**src/rtl/du_pkg.sv**
```systemverilog
// Shared width and mode encodings for the shift-and-add multiplier datapath.
package du_pkg;
  localparam int W = 4;

  localparam logic CTRL_LOAD  = 1'b1;
  localparam logic CTRL_SHIFT = 1'b0;
  localparam logic PSEL_CLR   = 1'b0;
  localparam logic PSEL_ADD   = 1'b1;
endpackage

```
**src/rtl/du_shift_reg.sv**
```systemverilog
// Load/shift/hold register with async active-low clear; shift direction set by LEFT.
// Latency 1 cycle; no backpressure, updates whenever en is high.
module shift_reg
  import du_pkg::*;
#(
  parameter int WIDTH = 8,
  parameter bit LEFT  = 1'b1
) (
  input  logic             clk,
  input  logic             rst,
  input  logic             en,
  input  logic             mode,
  input  logic [WIDTH-1:0] din,
  output logic [WIDTH-1:0] q
);

  logic [WIDTH-1:0] shifted;

  // Vacated bit is always zero; the bit shifted out is discarded.
  always_comb begin
    shifted = '0;
    if (LEFT) shifted = {q[WIDTH-2:0], 1'b0};
    else      shifted = {1'b0, q[WIDTH-1:1]};
  end

  always_ff @(posedge clk or negedge rst) begin
    if (!rst) begin
      q <= '0;
    end else if (en) begin
      case (mode)
        CTRL_LOAD:  q <= din;
        CTRL_SHIFT: q <= shifted;
        default:    q <= q;
      endcase
    end
  end

endmodule

```
**src/rtl/du.sv**
```systemverilog
// Datapath of a WxW shift-and-add multiplier: A shifts left, B shifts right, P accumulates.
// Latency 1 cycle per register update; no handshake, the external controller sequences every step.
module du
  import du_pkg::*;
(
  input  logic         clk,
  input  logic         rst,
  input  logic         ctrlA,
  input  logic         ctrlB,
  input  logic         ldA,
  input  logic         ldB,
  input  logic         Psel,
  input  logic         ldP,
  input  logic [W-1:0] dataA,
  input  logic [W-1:0] dataB,
  output logic         b0,
  output logic         z,
  output logic [2*W-1:0] P
);

  logic [2*W-1:0] a;
  logic [W-1:0]   b;
  logic [2*W-1:0] a_ext;
  logic [2*W-1:0] p_sum;

  assign a_ext = {{W{1'b0}}, dataA};

  shift_reg #(.WIDTH(2*W), .LEFT(1'b1)) u_a (
    .clk  (clk),
    .rst  (rst),
    .en   (ldA),
    .mode (ctrlA),
    .din  (a_ext),
    .q    (a)
  );

  shift_reg #(.WIDTH(W), .LEFT(1'b0)) u_b (
    .clk  (clk),
    .rst  (rst),
    .en   (ldB),
    .mode (ctrlB),
    .din  (dataB),
    .q    (b)
  );

  // Add is unconditional and wraps; the controller gates it via ldP when b0 is set.
  assign p_sum = P + a;

  always_ff @(posedge clk or negedge rst) begin
    if (!rst) begin
      P <= '0;
    end else if (ldP) begin
      case (Psel)
        PSEL_CLR: P <= '0;
        PSEL_ADD: P <= p_sum;
        default:  P <= P;
      endcase
    end
  end

  assign b0 = b[0];
  assign z  = (b == '0);

endmodule

```
**config.mk**
```make
export PLATFORM = sky130hd
export DESIGN_NAME = du
export DESIGN_NICKNAME = d
export VERILOG_FILES = /design/src/rtl/du_pkg.sv /design/src/rtl/du_shift_reg.sv /design/src/rtl/du.sv
export SDC_FILE = /design/constraint.sdc
export NUM_CORES = 1
export LEC_CHECK = 0
export ABC_AREA = 1
export CAP_MARGIN = 0
export CORE_UTILIZATION = 35
export DETAILED_ROUTE_END_ITERATION = 6
export GPL_ROUTABILITY_DRIVEN = 0
export PLACE_DENSITY_LB_ADDON = 0.25
export SLEW_MARGIN = 20
export SYNTH_ARGS = -nofsm -noshare
export SYNTH_HDL_FRONTEND = slang
export SYNTH_SLANG_ARGS = --single-unit
export TNS_END_PERCENT = 100
```
**constraint.sdc**
```tcl
create_clock -name clk -period 3.95 [get_ports clk]
set_clock_uncertainty 0.05 [all_clocks]
set_input_delay 0.79 -clock clk [delete_from_list [all_inputs] [get_ports clk]]
set_output_delay 0.79 -clock clk [all_outputs]
set_load 0.02 [all_outputs]
```
==> run metrics, run 1 <==
die area=0.00336 mm²; Reg power frac=41.8%; asr flop ratio synth=100%; Setup-failing EPs final=0; main area contributors after synthesis=dfrtp_1 46%, nand2_1 14%, ha_1 8.0%; # clock sinks=20; Setup crit start kind=flop; vias per cell=4.96; row count=19; total CTS buffers=3; TNS Setup=0 ns; worst hold path class=reg -> reg; post-synthesis register bit count=20; Crit path required time=3.11 ns; max-cap viol count=0; largest net degree at the start of global routing=21; GRT Resource Usage Total=15.8%; count of cell types in the netlist=17; CTS Hold Bufs=0; Layout area overhead=30.7%; largest area contributor in the netlist=dfrtp_1; Syn Std Cell Area=0.00109 mm²; chip height=57.9 µm; critical path arrival=1.64 ns; initial antenna violation count=0; RSZ-0062 raised after global routing=false; Period minus WS final=2.48 ns; ratio of cells with drive above 1 in the final layout=2.42%; Yosys top cell area share=45.7%; CTS max path bufs=2; met1 WL=993 µm; via count=973; Relative slew margins=40.7%; P_sw=187 µW; Max VDD drop=0.219 mV; Nets=190; Cells after Synth=137; post-CTS sizing=0; CP endpoint kind=output pin; power per cell area=426 mW/mm²; Tcrit/Tclk final=62.8%; Post-Syn Nets=161; status=finished with violations; Diodes inserted=0; power share of the clock group=27.2%; Die Wd=57.9 µm; number of global-route vias before repair=1002; highest clock rate=0.403 GHz; Comb pwr share=31.0%; Initial Utilization=38.4%; highest metal used=met4; most common cell in the synthesized netlist=nand2_1; post-route ant nets=0; Worst-path clk slew=0.11 ns; Pint=423 µW; Final Slew Violations=0; Boundary Pins=26; mean area per synthesized cell=7.99 µm²; failing checks=design-rule violations; CTS tree=built; Initial DRC Count=14; setup repair bufs after CTS=0; Main synth FF type=dfrtp_1; core area=0.00285 mm²; drt total wl=2190 µm; Setup CP Type=reg -> out; Initial DRT Pass Iterations=6; PortBufs=25; post-route cell area=0.00143 mm²; dpl cell area=0.00138 mm²; global-route wire length before repair=4090 µm; Avg WL per Cell=11.2 µm; Slew @ Worst Pin=0.887 ns; worst skew pair latency=0.30 ns; EDFF count, synth=0; DP Wirelength=1760 µm; switch share=30.7%; metal2 WL=1100 µm; H-Tree Depth=1; final hold violation count=0; most frequent cells after synthesis=40 x nand2_1, 22 x inv_1, 20 x dfrtp_1, 13 x o21ai_0, 10 x nand3_1; remaining global-route overflow=0; final core occ=50.2%; worst-path maximum fanout=3; Leakage=0.000740 µW; clock root buffer=clkbuf_4; met3 wire len=81 µm; Seq/Total Area, Yosys=45.7%; Ys Warns=0; DRC viols=1
-- critical path: stages (launching register included) --
cell and delay (ns):
dfrtp_1 0.41, nor4_1 0.28, clkdlybuf4s50_1 0.65
-- power groups by stage --
| stage | registers (µW) | clock network, µW | logic (µW) |
|---|---|---|---|
| finish | 255 | 166 | 189 |
| global route | 259 | 181 | 214 |
| CTS | 255 | 172 | 192 |
| detailed placement | 259 | 0 | 191 |
| global placement | 257 | 0 | 187 |
| floorplan | 275 | 0 | 96.2 |
-- through the flow --
stage | power [µW] | cells | hold slack, ns | worst slack, ns
4_1_cts | 620 | 196 | 0.487 | 1.44
3_5_place_dp | 451 | 192 | 0.458 | 1.81
3_3_place_gp | 445 | 192 | 0.453 | 1.79
5_1_grt | 655 | 196 | 0.507 | 1.36
2_1_floorplan | 371 | 137 | 0.419 | 1.91
6_report | 610 | 196 | 0.486 | 1.47
-- state kept, by name (all words and copies together), names as in the netlist --
signal  count
u_b.q       4
P           8
u_a.q       8
-- cell usage in the layout, fill, tap and decap left out, drive strengths merged, types with 2 or more instances in the layout --
cell | netlist | layout
nand2 | 40 | 40
clkbuf | 0 | 3
a22o | 2 | 2
o22ai | 4 | 4
nand3 | 10 | 10
inv | 22 | 22
dfrtp | 20 | 20
ha | 7 | 7
a21oi | 8 | 8
nor2 | 4 | 4
clkdlybuf4s50 | 0 | 25
o21ai | 14 | 14
-- kinds of logic after synthesis --
logic type	Yosys count	synth area share, %
and+or+nand+nor	55	20.2
AOI/OAI and AO/OA	29	14.6
buffers and inverters	23	8.00
DFF	20	45.7
adders and majority gates	8	9.83
xor gates and xnor gates	2	1.60
-- final timing paths --
kind,startpoint,to,slack [ns],cells after the start
min in group asynchronous,rst,P[1]$_DFFE_PN0P_,0.93,1
worst max register to register,P[0]$_DFFE_PN0P_,P[6]$_DFFE_PN0P_,2.26,9
worst max-delay path,u_b.q[0]$_DFFE_PN0P_,z,1.47,2
worst min-delay path,P[6]$_DFFE_PN0P_,P[6]$_DFFE_PN0P_,0.49,2
worst min register to register,P[6]$_DFFE_PN0P_,P[6]$_DFFE_PN0P_,0.49,2
max in group asynchronous,rst,u_b.q[0]$_DFFE_PN0P_,2.37,1
-- metal layers --
| metal | vias to the layer above | GRT usage [%] |
|---|---|---|
| met5 | - | 0 |
| met4 | 0 | 5.10 |
| met3 | 2 | 2.01 |
| met2 | 19 | 28.9 |
| met1 | 451 | 19.1 |
| li1 | 501 | - |
-- layout make-up --
cell class,count,area [µm²]
fill,294,1420
timing repair buffer,25,250
sequential,20,500
clock buffer,3,22.5
inverter,22,82.6
clock inverter,1,30.0
multi-input combinational,94,507
tap,31,38.8
(Power assumes the default switching activity.)
==> inputs of run 2 (changes only) <==
==> constraint.sdc (replaced) <==
create_clock -name clk -period 2.15 [get_ports clk]
set_clock_uncertainty 0.05 [all_clocks]
set_input_delay 0.43 -clock clk [delete_from_list [all_inputs] [get_ports clk]]
set_output_delay 0.43 -clock clk [all_outputs]
set_load 0.02 [all_outputs]
==> run 2 against run 1 <==
Power is 63% higher. Largest power group unchanged. Highest routed layer unchanged. Cell area is 1.4% lower. The flow still finishes with violations (design-rule violations). Final cell count stayed put.
==> run metrics, run 2 (synthesis results as in run 1) <==
Diodes inserted=0; Hold WS=0.402 ns; P_sw=337 µW; Largest regs=P (8), u_a.q (8), u_b.q (4); highest clock rate=0.543 GHz; crit-path max cell delay=0.63 ns; commonest non-fill, non-tap cells in the layout=40 x nand2_1, 24 x clkdlybuf4s50_1, 22 x inv_1; failing checks=design-rule violations; Avg WL per Cell=11.0 µm; Final Slew Violations=0; total CTS buffers=3; Pint=655 µW; core area=0.00285 mm²; vias per cell=4.93; # clock sinks=20; TNS Setup=0 ns; Cells after DPL=193; critical path arrival=1.36 ns; DRC viols=1; Final WS setup=0.308 ns; Crit path required time=1.67 ns; CTS max path bufs=2; Max VDD drop=0.255 mV; DP Wirelength=1760 µm; Die Wd=57.9 µm; Tcrit/Tclk final=85.7%; via count=966; worst r2r dst=P[6]$_DFFE_PN0P_; fill count=295; Reg2Reg Setup Slack=0.46 ns; final hold violation count=0; CTS Hold Bufs=0; register area=500 µm²; worst path bufs/invs=1; worst-path maximum fanout=4; CTS tree=built; Leakage=0.000746 µW; setup repair bufs after CTS=0; die area=0.00336 mm²; Setup CP Type=reg -> out; Slew @ Worst Pin=0.309 ns; chip height=57.9 µm; Cell Count, Final, Fillers Out=196; Relative slew margins=79.3%; Multi-input gate area=507 µm²; post-route ant nets=0; Setup WS pre-CTS=0.384 ns; clock root buffer=clkbuf_4; Setup crit start kind=flop; Initial DRT Pass Iterations=6; power per cell area=703 mW/mm²; worst skew pair latency=0.30 ns; row count=19; RSZ-0062 raised after global routing=false; Reg power frac=47.1%; Initial Utilization=38.4%; initial antenna violation count=0; Nets=191; GRT Resource Usage Total=14.9%; ratio of cells with drive above 1 in the final layout=2.42%; worst reg2reg path depth=8; Comb pwr share=35.3%; Setup-failing EPs final=0; reg2reg start=P[0]$_DFFE_PN0P_; power share of the clock group=17.6%; slowest stage cell, crit path=clkdlybuf4s50_1; Worst-path clk slew=0.11 ns; Layout area overhead=28.9%; Boundary Pins=26; PortBufs=25; worst hold path class=in -> async; drt total wl=2170 µm; remaining global-route overflow=0; CP endpoint kind=output pin; number of global-route vias before repair=956; largest net degree at the start of global routing=21; crit-path cells=clkdlybuf4s50_1; CP top delay family=buffers and inverters; global-route wire length before repair=3840 µm; H-Tree Depth=1; commonest non-fill, non-tap cell in the layout=nand2_1; Period minus WS final=1.84 ns; status=finished with violations; Initial DRC Count=11; switch share=33.9%; max-cap viol count=0
-- run 2: worst max-delay path by stage --
stage / start / to / slack, ns / cells after the start
detailed placement: u_b.q[0]$_DFFE_PN0P_ / z / 0.38 / 2
floorplan: u_b.q[0]$_DFFE_PN0P_ / z / 0.47 / 1
global route: P[1]$_DFFE_PN0P_ / P[1] / 0.24 / 1
finish: P[1]$_DFFE_PN0P_ / P[1] / 0.31 / 1
global placement: u_b.q[0]$_DFFE_PN0P_ / z / 0.36 / 2
CTS: u_b.q[0]$_DFFE_PN0P_ / z / 0.01 / 2
-- run 2: layout make-up --
type / count / area share (%)
repair buffers: 26 / 18.4
well taps: 31 / 2.75
flip-flops and latches: 20 / 35.5
multi-input cells: 94 / 35.9
inverters: 22 / 5.85
clock buffers: 3 / 1.60
-- run 2: power groups by stage --
stage	logic [µW]	clock network [µW]	registers, µW
2_1_floorplan	177	0	505
3_3_place_gp	344	0	473
3_5_place_dp	354	0	475
4_1_cts	355	183	468
5_1_grt	395	199	475
6_report	350	175	467
-- run 2: per-stage QoR --
stage / util [%] / total power [µW] / instance area, µm²
2_1_floorplan: - / 681 / 1090
3_3_place_gp: 48.6 / 817 / 1390
3_5_place_dp: 48.6 / 830 / 1390
4_1_cts: 49.4 / 1010 / 1410
5_1_grt: 49.5 / 1070 / 1410
6_report: 49.5 / 992 / 1410
-- run 2: per-layer routing --
metal | vias to the layer above | track usage, % | part of all wire, %
met3 | 2 | 2.01 | 3.5
met2 | 17 | 27.4 | 52
met1 | 446 | 16.4 | 44
li1 | 501 | - | -
met4 | 0 | 7.82 | 0.60
met5 | - | 0 | 0
-- run 2: timing repair --
action / 4_1_cts / 5_1_grt
resized for setup: 0 / 1
hold endpoints to repair: 0 / 0
setup endpoints to repair: 0 / 1
